File: src/rtl/io_cond_pkg.sv
// io_cond_pkg: shared types and helpers for the key/switch input conditioner.
package io_cond_pkg;
  typedef enum logic [1:0] {IDLE, DELAY, REPEAT} rpt_state_t;
  localparam logic KEY_RELEASED_ACTIVE_LOW = 1'b1;
  localparam logic KEY_RELEASED_ACTIVE_HIGH = 1'b0;
  function automatic int cnt_width(input int n);
    return (n < 1) ? 1 : $clog2(n + 1);
  endfunction
endpackage

File: src/rtl/debounce_cell.sv
// debounce_cell: two-flop synchroniser plus counter debounce; accept is high in the cycle before level flips.
module debounce_cell
  import io_cond_pkg::*;
#(
  parameter int DEBOUNCE_CYCLES = 50000,
  parameter logic RESET_LEVEL = 1'b0
) (
  input  logic Clock,
  input  logic Resetn,
  input  logic raw,
  output logic level,
  output logic accept
);
  localparam int W = cnt_width(DEBOUNCE_CYCLES);
  localparam logic [W-1:0] LAST = W'(DEBOUNCE_CYCLES - 1);
  logic meta_q, sync_q, level_q, level_d;
  logic [W-1:0] cnt_q, cnt_d;
  always_comb begin
    accept = (sync_q != level_q) && (cnt_q == LAST);
    level_d = accept ? sync_q : level_q;
    cnt_d = ((sync_q == level_q) || accept) ? '0 : cnt_q + 1'b1;
  end
  always_ff @(posedge Clock or negedge Resetn) begin
    if (!Resetn) begin
      meta_q <= RESET_LEVEL;
      sync_q <= RESET_LEVEL;
      level_q <= RESET_LEVEL;
      cnt_q <= '0;
    end else begin
      meta_q <= raw;
      sync_q <= meta_q;
      level_q <= level_d;
      cnt_q <= cnt_d;
    end
  end
  assign level = level_q;
endmodule

File: src/rtl/key_switch_conditioner.sv
// key_switch_conditioner: debounced keys and switches with press pulses, auto-repeat
// and write-1-to-clear pending/overrun flags for memory-mapped I/O.
module key_switch_conditioner
  import io_cond_pkg::*;
#(
  parameter int NUM_KEYS = 4,
  parameter int NUM_SW = 10,
  parameter bit KEY_ACTIVE_LOW = 1'b1,
  parameter int DEBOUNCE_CYCLES = 50000,
  parameter int REPEAT_DELAY = 25000000,
  parameter int REPEAT_PERIOD = 5000000
) (
  input  logic                Clock,
  input  logic                Resetn,
  input  logic [NUM_KEYS-1:0] KEY,
  input  logic [NUM_SW-1:0]   SW,
  input  logic [NUM_KEYS-1:0] repeat_en,
  input  logic [NUM_KEYS-1:0] clr_pending,
  output logic [NUM_KEYS-1:0] key_level,
  output logic [NUM_KEYS-1:0] key_press,
  output logic [NUM_KEYS-1:0] pending,
  output logic [NUM_KEYS-1:0] overrun,
  output logic [NUM_SW-1:0]   sw_level,
  output logic                sw_change
);
  localparam logic KEY_REL = KEY_ACTIVE_LOW ? KEY_RELEASED_ACTIVE_LOW : KEY_RELEASED_ACTIVE_HIGH;
  localparam int RW = cnt_width(REPEAT_DELAY > REPEAT_PERIOD ? REPEAT_DELAY : REPEAT_PERIOD);
  localparam logic [RW-1:0] LAST_DELAY = RW'(REPEAT_DELAY - 1);
  localparam logic [RW-1:0] LAST_PERIOD = RW'(REPEAT_PERIOD - 1);
  logic [NUM_SW-1:0] sw_acc;
  logic sw_change_q, sw_change_d;
  for (genvar k = 0; k < NUM_KEYS; k++) begin : g_key
    logic raw_lvl, acc, lvl, press_acc, rel_acc, stop, hit;
    logic press_q, press_d, pend_q, pend_d, ovr_q, ovr_d;
    logic [RW-1:0] rcnt_q, rcnt_d;
    rpt_state_t state_q, state_d;
    debounce_cell #(.DEBOUNCE_CYCLES(DEBOUNCE_CYCLES), .RESET_LEVEL(KEY_REL)) u_cell (
      .Clock(Clock), .Resetn(Resetn), .raw(KEY[k]), .level(raw_lvl), .accept(acc)
    );
    // accept always toggles the level, so its direction follows from the current level
    always_comb begin
      lvl = raw_lvl ^ KEY_REL;
      press_acc = acc & ~lvl;
      rel_acc = acc & lvl;
      stop = ~repeat_en[k] | rel_acc;
      hit = (state_q == DELAY && rcnt_q == LAST_DELAY) || (state_q == REPEAT && rcnt_q == LAST_PERIOD);
      state_d = stop ? IDLE : press_acc ? DELAY : hit ? REPEAT : state_q;
      rcnt_d = (stop || press_acc || hit || state_q == IDLE) ? '0 : rcnt_q + 1'b1;
      press_d = press_acc | (hit & ~stop);
      pend_d = press_q | (pend_q & ~clr_pending[k]);
      ovr_d = ~clr_pending[k] & (ovr_q | (press_q & pend_q));
    end
    always_ff @(posedge Clock or negedge Resetn) begin
      if (!Resetn) begin
        state_q <= IDLE;
        rcnt_q <= '0;
        press_q <= 1'b0;
        pend_q <= 1'b0;
        ovr_q <= 1'b0;
      end else begin
        state_q <= state_d;
        rcnt_q <= rcnt_d;
        press_q <= press_d;
        pend_q <= pend_d;
        ovr_q <= ovr_d;
      end
    end
    assign key_level[k] = lvl;
    assign key_press[k] = press_q;
    assign pending[k] = pend_q;
    assign overrun[k] = ovr_q;
  end
  for (genvar s = 0; s < NUM_SW; s++) begin : g_sw
    debounce_cell #(.DEBOUNCE_CYCLES(DEBOUNCE_CYCLES), .RESET_LEVEL(1'b0)) u_cell (
      .Clock(Clock), .Resetn(Resetn), .raw(SW[s]), .level(sw_level[s]), .accept(sw_acc[s])
    );
  end
  always_comb sw_change_d = |sw_acc;
  always_ff @(posedge Clock or negedge Resetn) begin
    if (!Resetn) sw_change_q <= 1'b0;
    else sw_change_q <= sw_change_d;
  end
  assign sw_change = sw_change_q;
endmodule

File: config.mk
export PLATFORM = sky130hd
export DESIGN_NAME = key_switch_conditioner
export DESIGN_NICKNAME = d
export VERILOG_FILES = /design/src/rtl/io_cond_pkg.sv /design/src/rtl/debounce_cell.sv /design/src/rtl/key_switch_conditioner.sv
export SDC_FILE = /design/constraint.sdc
export NUM_CORES = 1
export LEC_CHECK = 0
export CORE_MARGIN = 3
export CORE_UTILIZATION = 50
export DETAILED_ROUTE_END_ITERATION = 6
export GPL_TIMING_DRIVEN = 0
export PLACE_DENSITY = 0.77
export SETUP_SLACK_MARGIN = 0.2
export SYNTH_ARGS = -nofsm -noshare
export SYNTH_HDL_FRONTEND = slang
export SYNTH_SLANG_ARGS = --single-unit
File: constraint.sdc
create_clock -name Clock -period 3 [get_ports Clock]
set_input_delay 0.75 -clock Clock [delete_from_list [all_inputs] [get_ports Clock]]
set_output_delay 0.75 -clock Clock [all_outputs]
set_load 0.02 [all_outputs]
# [After elaboration in Yosys (flattened, before gate mapping)]
# Index checks and enable logic that the tools add are counted.
[totals] regBits=387 output_inout_bits=27 wordCells=300
[op_classes] add_sub_neg=18 n_eq_ne=58 n_mux=30 bitwise=56 n_reduce_logical=61
[op_table] operator="$add A16 B1 Y16 const B" count=14
[op_table] operator="$eq A16 B16 Y1 const B" count=14
[op_table] operator="$mux W16" count=14
[op_table] operator="$add A25 B1 Y25 const B" count=4
[op_table] operator="$eq A25 B23 Y1 const B" count=4
[op_table] operator="$eq A25 B25 Y1 const B" count=4
[op_table] operator="$mux W25" count=4
[op_table] operator="$logic_or A1 B1 Y1" count=30
[op_table] operator="$and A1 B1 Y1" count=24
[op_table] operator="$mux W2" count=12
[op_table] operator="$logic_and A1 B1 Y1" count=22
[op_table] operator="$not A1 Y1" count=16
[op_table] operator="$or A1 B1 Y1" count=16
[op_table] operator="$eq A1 B1 Y1" count=14
[op_table] operator="$ne A1 B1 Y1" count=14
[op_table] operator="$reduce_bool A3 Y1" count=4
[op_table] operator="$reduce_or A10 Y1" count=1
[op_table] operator="$eq A2 B1 Y1 const B" count=4
[op_table] operator="$eq A2 B2 Y1 const B" count=4
[op_table] operator="$logic_not A2 Y1" count=4

# [Depth between registers and ports, before layout]
[logic_depth] depth_word=8 ltp_mapped=8 mapped_depth_nobuf=6

# [Hierarchy]
# Synthesis repeated with hierarchy kept, for this count alone.
[hier_totals] cells_unflattened=1883 hier_area_um2=21097.7
[modules_own_cells] mod="debounce_cell (g_sw[0].u_cell ...)" n_inst=10 cells_each=86 area_per_inst_um2=1031.0 seq_area_each_um2=475.5
[modules_own_cells] mod="key_switch_conditioner" n_inst=1 cells_each=679 area_per_inst_um2=6648.9 seq_area_each_um2=3027.9
[modules_own_cells] mod="debounce_cell (g_key[0].u_cell ...)" n_inst=4 cells_each=86 area_per_inst_um2=1034.7 seq_area_each_um2=479.2

# [Worst setup path after synthesis]
# Ideal clock, no wire load.
[synth_timing] kind="reg-to-reg" from="register g_key[2].rcnt_q[7]" to="register g_key[2].rcnt_q[16]" setup_time_ns=0.119 arrival_time_ns=2.092 path_slack_ns=0.789 path_stages_with_launch=8 n_path_buf=2 path_cell_list="dfrtp_1 -> or4b_1 -> or4_4 -> a2111oi_4 -> or3_1 -> buf_6 -> buf_6 -> nor2_1"
[synth_via] elab_chain_len=6 elab_cells_between_ends=9 classes_between="add/sub: 1; eq/ne: 2; mux: 1; reduce/logical: 5"
[synth_rtl] item="start: declaration" line="key_switch_conditioner.sv:35" text="logic [RW-1:0] rcnt_q, rcnt_d;"
[synth_rtl] item="start signal: assignment" line="key_switch_conditioner.sv:62" text="rcnt_q <= rcnt_d;"
[synth_rtl] item="branches (longest 5 deep; another with $add A25 B1 Y25)"
[synth_rtl] item="$mux W25 (*)" line="key_switch_conditioner.sv:48" text="rcnt_d = (stop || press_acc || hit || state_q == IDLE) ? '0 : rcnt_q + 1'b1;"
[synth_rtl] item="net g_key[2].rcnt_d[16]" line="key_switch_conditioner.sv:35"
# Mark *: on every way through the listed nets, which the timed path passes.
# A chain may end at the register's enable or synchronous reset.

# [Final worst setup path]
[layout_timing] from="register g_key[3].u_cell.level_q" to="output port key_level[3]"
[layout_via] elab_chain_len=1
[layout_rtl] item="start: declaration" line="debounce_cell.sv:16" text="logic meta_q, sync_q, level_q, level_d;"
[layout_rtl] item="start signal: assignment" line="debounce_cell.sv:32" text="level_q <= level_d;"
[layout_rtl] item="$not A1 Y1 (no source line)"
[layout_rtl] item="end: declaration" line="key_switch_conditioner.sv:19" text="output logic [NUM_KEYS-1:0] key_level,"
# Every way passes these cells.

==> reports/results.txt <==
Status: completed
GRT Util Overall: 17.30%
Die area: 38,670 sq um
Post-Synth Adder-Cell Area: 1.239%
Final period utilization: 85.42%
Layout cells sized above 1: 7.510%
Max-slew violations: 0
Vias in the first global route: 13,020
Final net count: 1,954
Post-Synth XOR/XNOR Area: 14.65%
I/O pin total: 51
Power Total: 10.79 mW
DRT antenna net count: 0
Clk pin slew, worst setup/hold paths: 0.06 ns
Worst-Margin Slew: 1.265 ns
Final setup viols: 0
Data required, critical path: 2.25 ns
Core Area: 35,660 sq um
Cell chain of the critical path: inv_1 -> buf_4 -> clkdlybuf4s50_1
Worst skew pair latency: 0.54 ns
Cells after Synth: 1,815
Worst EP arrival: 1.81 ns
Clock root buffer: clkbuf_16
Register Area: 9699 sq um
Routability cong.: 0.8321
TritonCTS clock tree: built
Compound-Gate Fraction of Synth Area: 1.625%
First-pass GRT wire length: 58,660 microns
Slowest CP cell: dfstp_2
Number of synthesized flops with an enable pin: 0
Max-cap viol count: 0
Crit end category: output port
Final hold violations: 0
Largest net degree at the start of global routing: 113
Site Rows: 69
Mapped Avg Cell Area: 10.01 sq um
P&R area growth vs syn: 14.12%
Remaining Overflow, GRT: 0
DP Cell Count: 2,329
Synth Area in Simple Gates: 25.32%
Unique masters post-synth: 50
Layout fillers: 2,967
Die H: 196.7 microns
Port-buffer cells: 50
Worst-path fanout max: 5
Post-cts repair resize count: 0
FMAX: 390.2 MHz
Critical path class: register to output port
Multi-input gate area: 7898 sq um
Worst clock skew: 0.02036 ns
Seq/Total Area, Yosys: 53.37%
Post-layout min period: 2.563 ns
Inserted Clock Buffers: 42
Routed via count: 12,840
Ys Warns: 0
Pwr Density: 520.4 nW/um^2
Hold-fix buffers at CTS: 0
Flops & latches, synth: 387
IR drop worst, VDD: 0.0003893 V
First-pass detailed-route iteration total: 4
Drt drc: 0
R2r worst-path depth: 8
Dpl hpwl: 21,600 microns
Starting Density: 50.97%
Syn nets: 1,857
Post-route insts no fill: 2,405
DR iter-0 viols: 721
Main synth FF type: dfrtp_1
CTS sink count: 387
Max incr delay on CP: 0.57 ns
Vias/cell: 5.341
Initial antenna violation count: 0
Crit start category: register
CTS HTree Levels: 2
N_diodes: 0
Largest family of logic cells by synthesized area: simple AND/OR/NAND/NOR gates
WL/cell: 13.45 microns
Worst min path class: primary input to async pin
Setup Buffers After CTS: 0
Mux contribution to synthesized area: 0.6196%
Clk buf depth: 3
Leakage: 8.678 nW
FFs w/ async S/R, synth: 100.0%
RSZ-0062 raised after global routing: no
Max_slew headroom: 14.92%
Routed Wire Length: 32,350 microns
Post-Syn Area: 18,170 sq um
Die X-Extent: 196.7 microns
-- registers in the layout, summed over array words and instances, names as in the netlist --
register and cells:
g_key.ovr_q 4, g_key.pend_q 4, g_key.press_q 4, g_key.rcnt_q 100, g_key.state_q 8, g_key.u_cell.cnt_q 64
g_key.u_cell.level 4, g_key.u_cell.meta_q 4, g_key.u_cell.sync_q 4, g_sw.u_cell.cnt_q 160, g_sw.u_cell.level 10, g_sw.u_cell.meta_q 10
g_sw.u_cell.sync_q 10, sw_change 1
-- routing by layer --
metal / global-route usage (%) / up-vias / part of all wire [%]
li1: - / 6293 / -
met4: 4.514 / 0 / 1.9
met2: 29.31 / 173 / 48
met3: 2.496 / 51 / 3.2
met1: 23.64 / 6327 / 46
met5: 0 / - / 0
-- report_power, final --
| part | switching, mW | total [mW] | leakage, nW | internal, mW |
|---|---|---|---|---|
| logic | 0.199 | 0.296 | 2.72 | 0.0976 |
| registers | 0.0508 | 5.34 | 5.28 | 5.29 |
| clock network | 2.11 | 5.16 | 0.671 | 3.05 |
| total | 2.36 | 10.8 | 8.68 | 8.44 |
-- cells in the mapped netlist (4+ instances only) --
| cell | n | area share [%] |
|---|---|---|
| a21o_1 | 4 | 0.17 |
| a21oi_1 | 10 | 0.28 |
| and3_1 | 71 | 2.4 |
| and4_1 | 10 | 0.48 |
| buf_2 | 6 | 0.17 |
| buf_4 | 26 | 1.1 |
| clkbuf_1 | 33 | 0.68 |
| dfrtp_1 | 375 | 52 |
| dfstp_2 | 12 | 1.7 |
| ha_1 | 18 | 1.2 |
| inv_1 | 52 | 1.1 |
| mux2_2 | 10 | 0.62 |
| nand2_1 | 92 | 1.9 |
| nand2b_1 | 7 | 0.24 |
| nand3_1 | 169 | 4.7 |
| nand4_1 | 45 | 1.5 |
| nand4b_1 | 7 | 0.34 |
| nor2_1 | 383 | 7.9 |
| nor3_1 | 51 | 1.4 |
| nor4_1 | 25 | 0.86 |
| nor4b_1 | 23 | 1.1 |
| nor4bb_1 | 19 | 1.0 |
| o21ai_0 | 9 | 0.25 |
| or2_2 | 9 | 0.31 |
| or3_1 | 8 | 0.28 |
| or4_1 | 6 | 0.25 |
| xnor2_1 | 165 | 8.0 |
| xor2_1 | 139 | 6.7 |
-- critical path: cells and delay by family, from the launching register on --
kind	cells	cell delay [ns]
buffers and inverters	3	0.70
flip-flops	1	0.57
-- final timing paths --
check / slack (ns) / start / to
max in group asynchronous: 1.40 / Resetn / g_key[0].u_cell.cnt_q[11]$_DFF_PN0_
min in group Clock: 0.35 / g_sw[9].u_cell.meta_q$_DFF_PN0_ / g_sw[9].u_cell.sync_q$_DFF_PN0_
hold / removal: 0.16 / Resetn / g_sw[7].u_cell.cnt_q[2]$_DFF_PN0_
hold reg to reg: 0.35 / g_sw[9].u_cell.meta_q$_DFF_PN0_ / g_sw[9].u_cell.sync_q$_DFF_PN0_
setup reg to reg: 0.48 / g_sw[1].u_cell.cnt_q[0]$_DFF_PN0_ / g_sw[1].u_cell.cnt_q[7]$_DFF_PN0_
setup / recovery: 0.44 / g_key[3].u_cell.level$_DFFE_PN1N_ / key_level[3]
-- area by class of cell --
class / count / area share, %
Sequential cell: 387 / 46.76
Tap cell: 461 / 2.781
Buffer: 68 / 1.846
Timing Repair Buffer: 53 / 2.835
Multi-Input combinational cell: 1308 / 38.08
Inverter: 52 / 0.9411
Clock buffer: 52 / 5.441
Clock inverter: 24 / 1.315
-- placed cells by master (no fill, tap or decap), drive strengths merged, types with 8 or more instances in the layout --
cell           instances
and4                  10
inv                   55
a21oi                 10
nand2                 92
nor3                  51
ha                    18
or2                    9
nor2                 383
nor4                  25
mux2                  10
clkdlybuf4s50         49
xnor2                165
xor2                 139
dfstp                 12
nand3                169
nor4bb                19
or3                    8
buf                   39
clkbuf                85
dfrtp                375
nor4b                 23
clkinv                11
and3                  71
o21ai                  9
nand4                 45
-- per-stage QoR --
stage                     hold slack, ns  instance area, sq um  util (%)   TNS, ns  setup WS, ns
after detailed placement          0.3358                 19340     54.24         0        0.4902
after CTS                         0.1799                 20740     58.17         0        0.3976
after global placement            0.3354                 19250     54.00  -5824.22        -15.25
after floorplan                   0.3312                 18170         -         0        0.7890
final                             0.1608                 20740     58.17         0        0.4374
after global routing              0.1982                 20740     58.17         0        0.2302
-- logic make-up after synthesis --
group	after synthesis
AND/OR/NAND/NOR	936
flip-flops	387
XOR/XNOR	304
buffers and inverters	120
AO/OA/AOI/OAI	40
adder cells (fa/ha/maj)	18
multiplexers	10
Power figures use the tool's default switching activity.
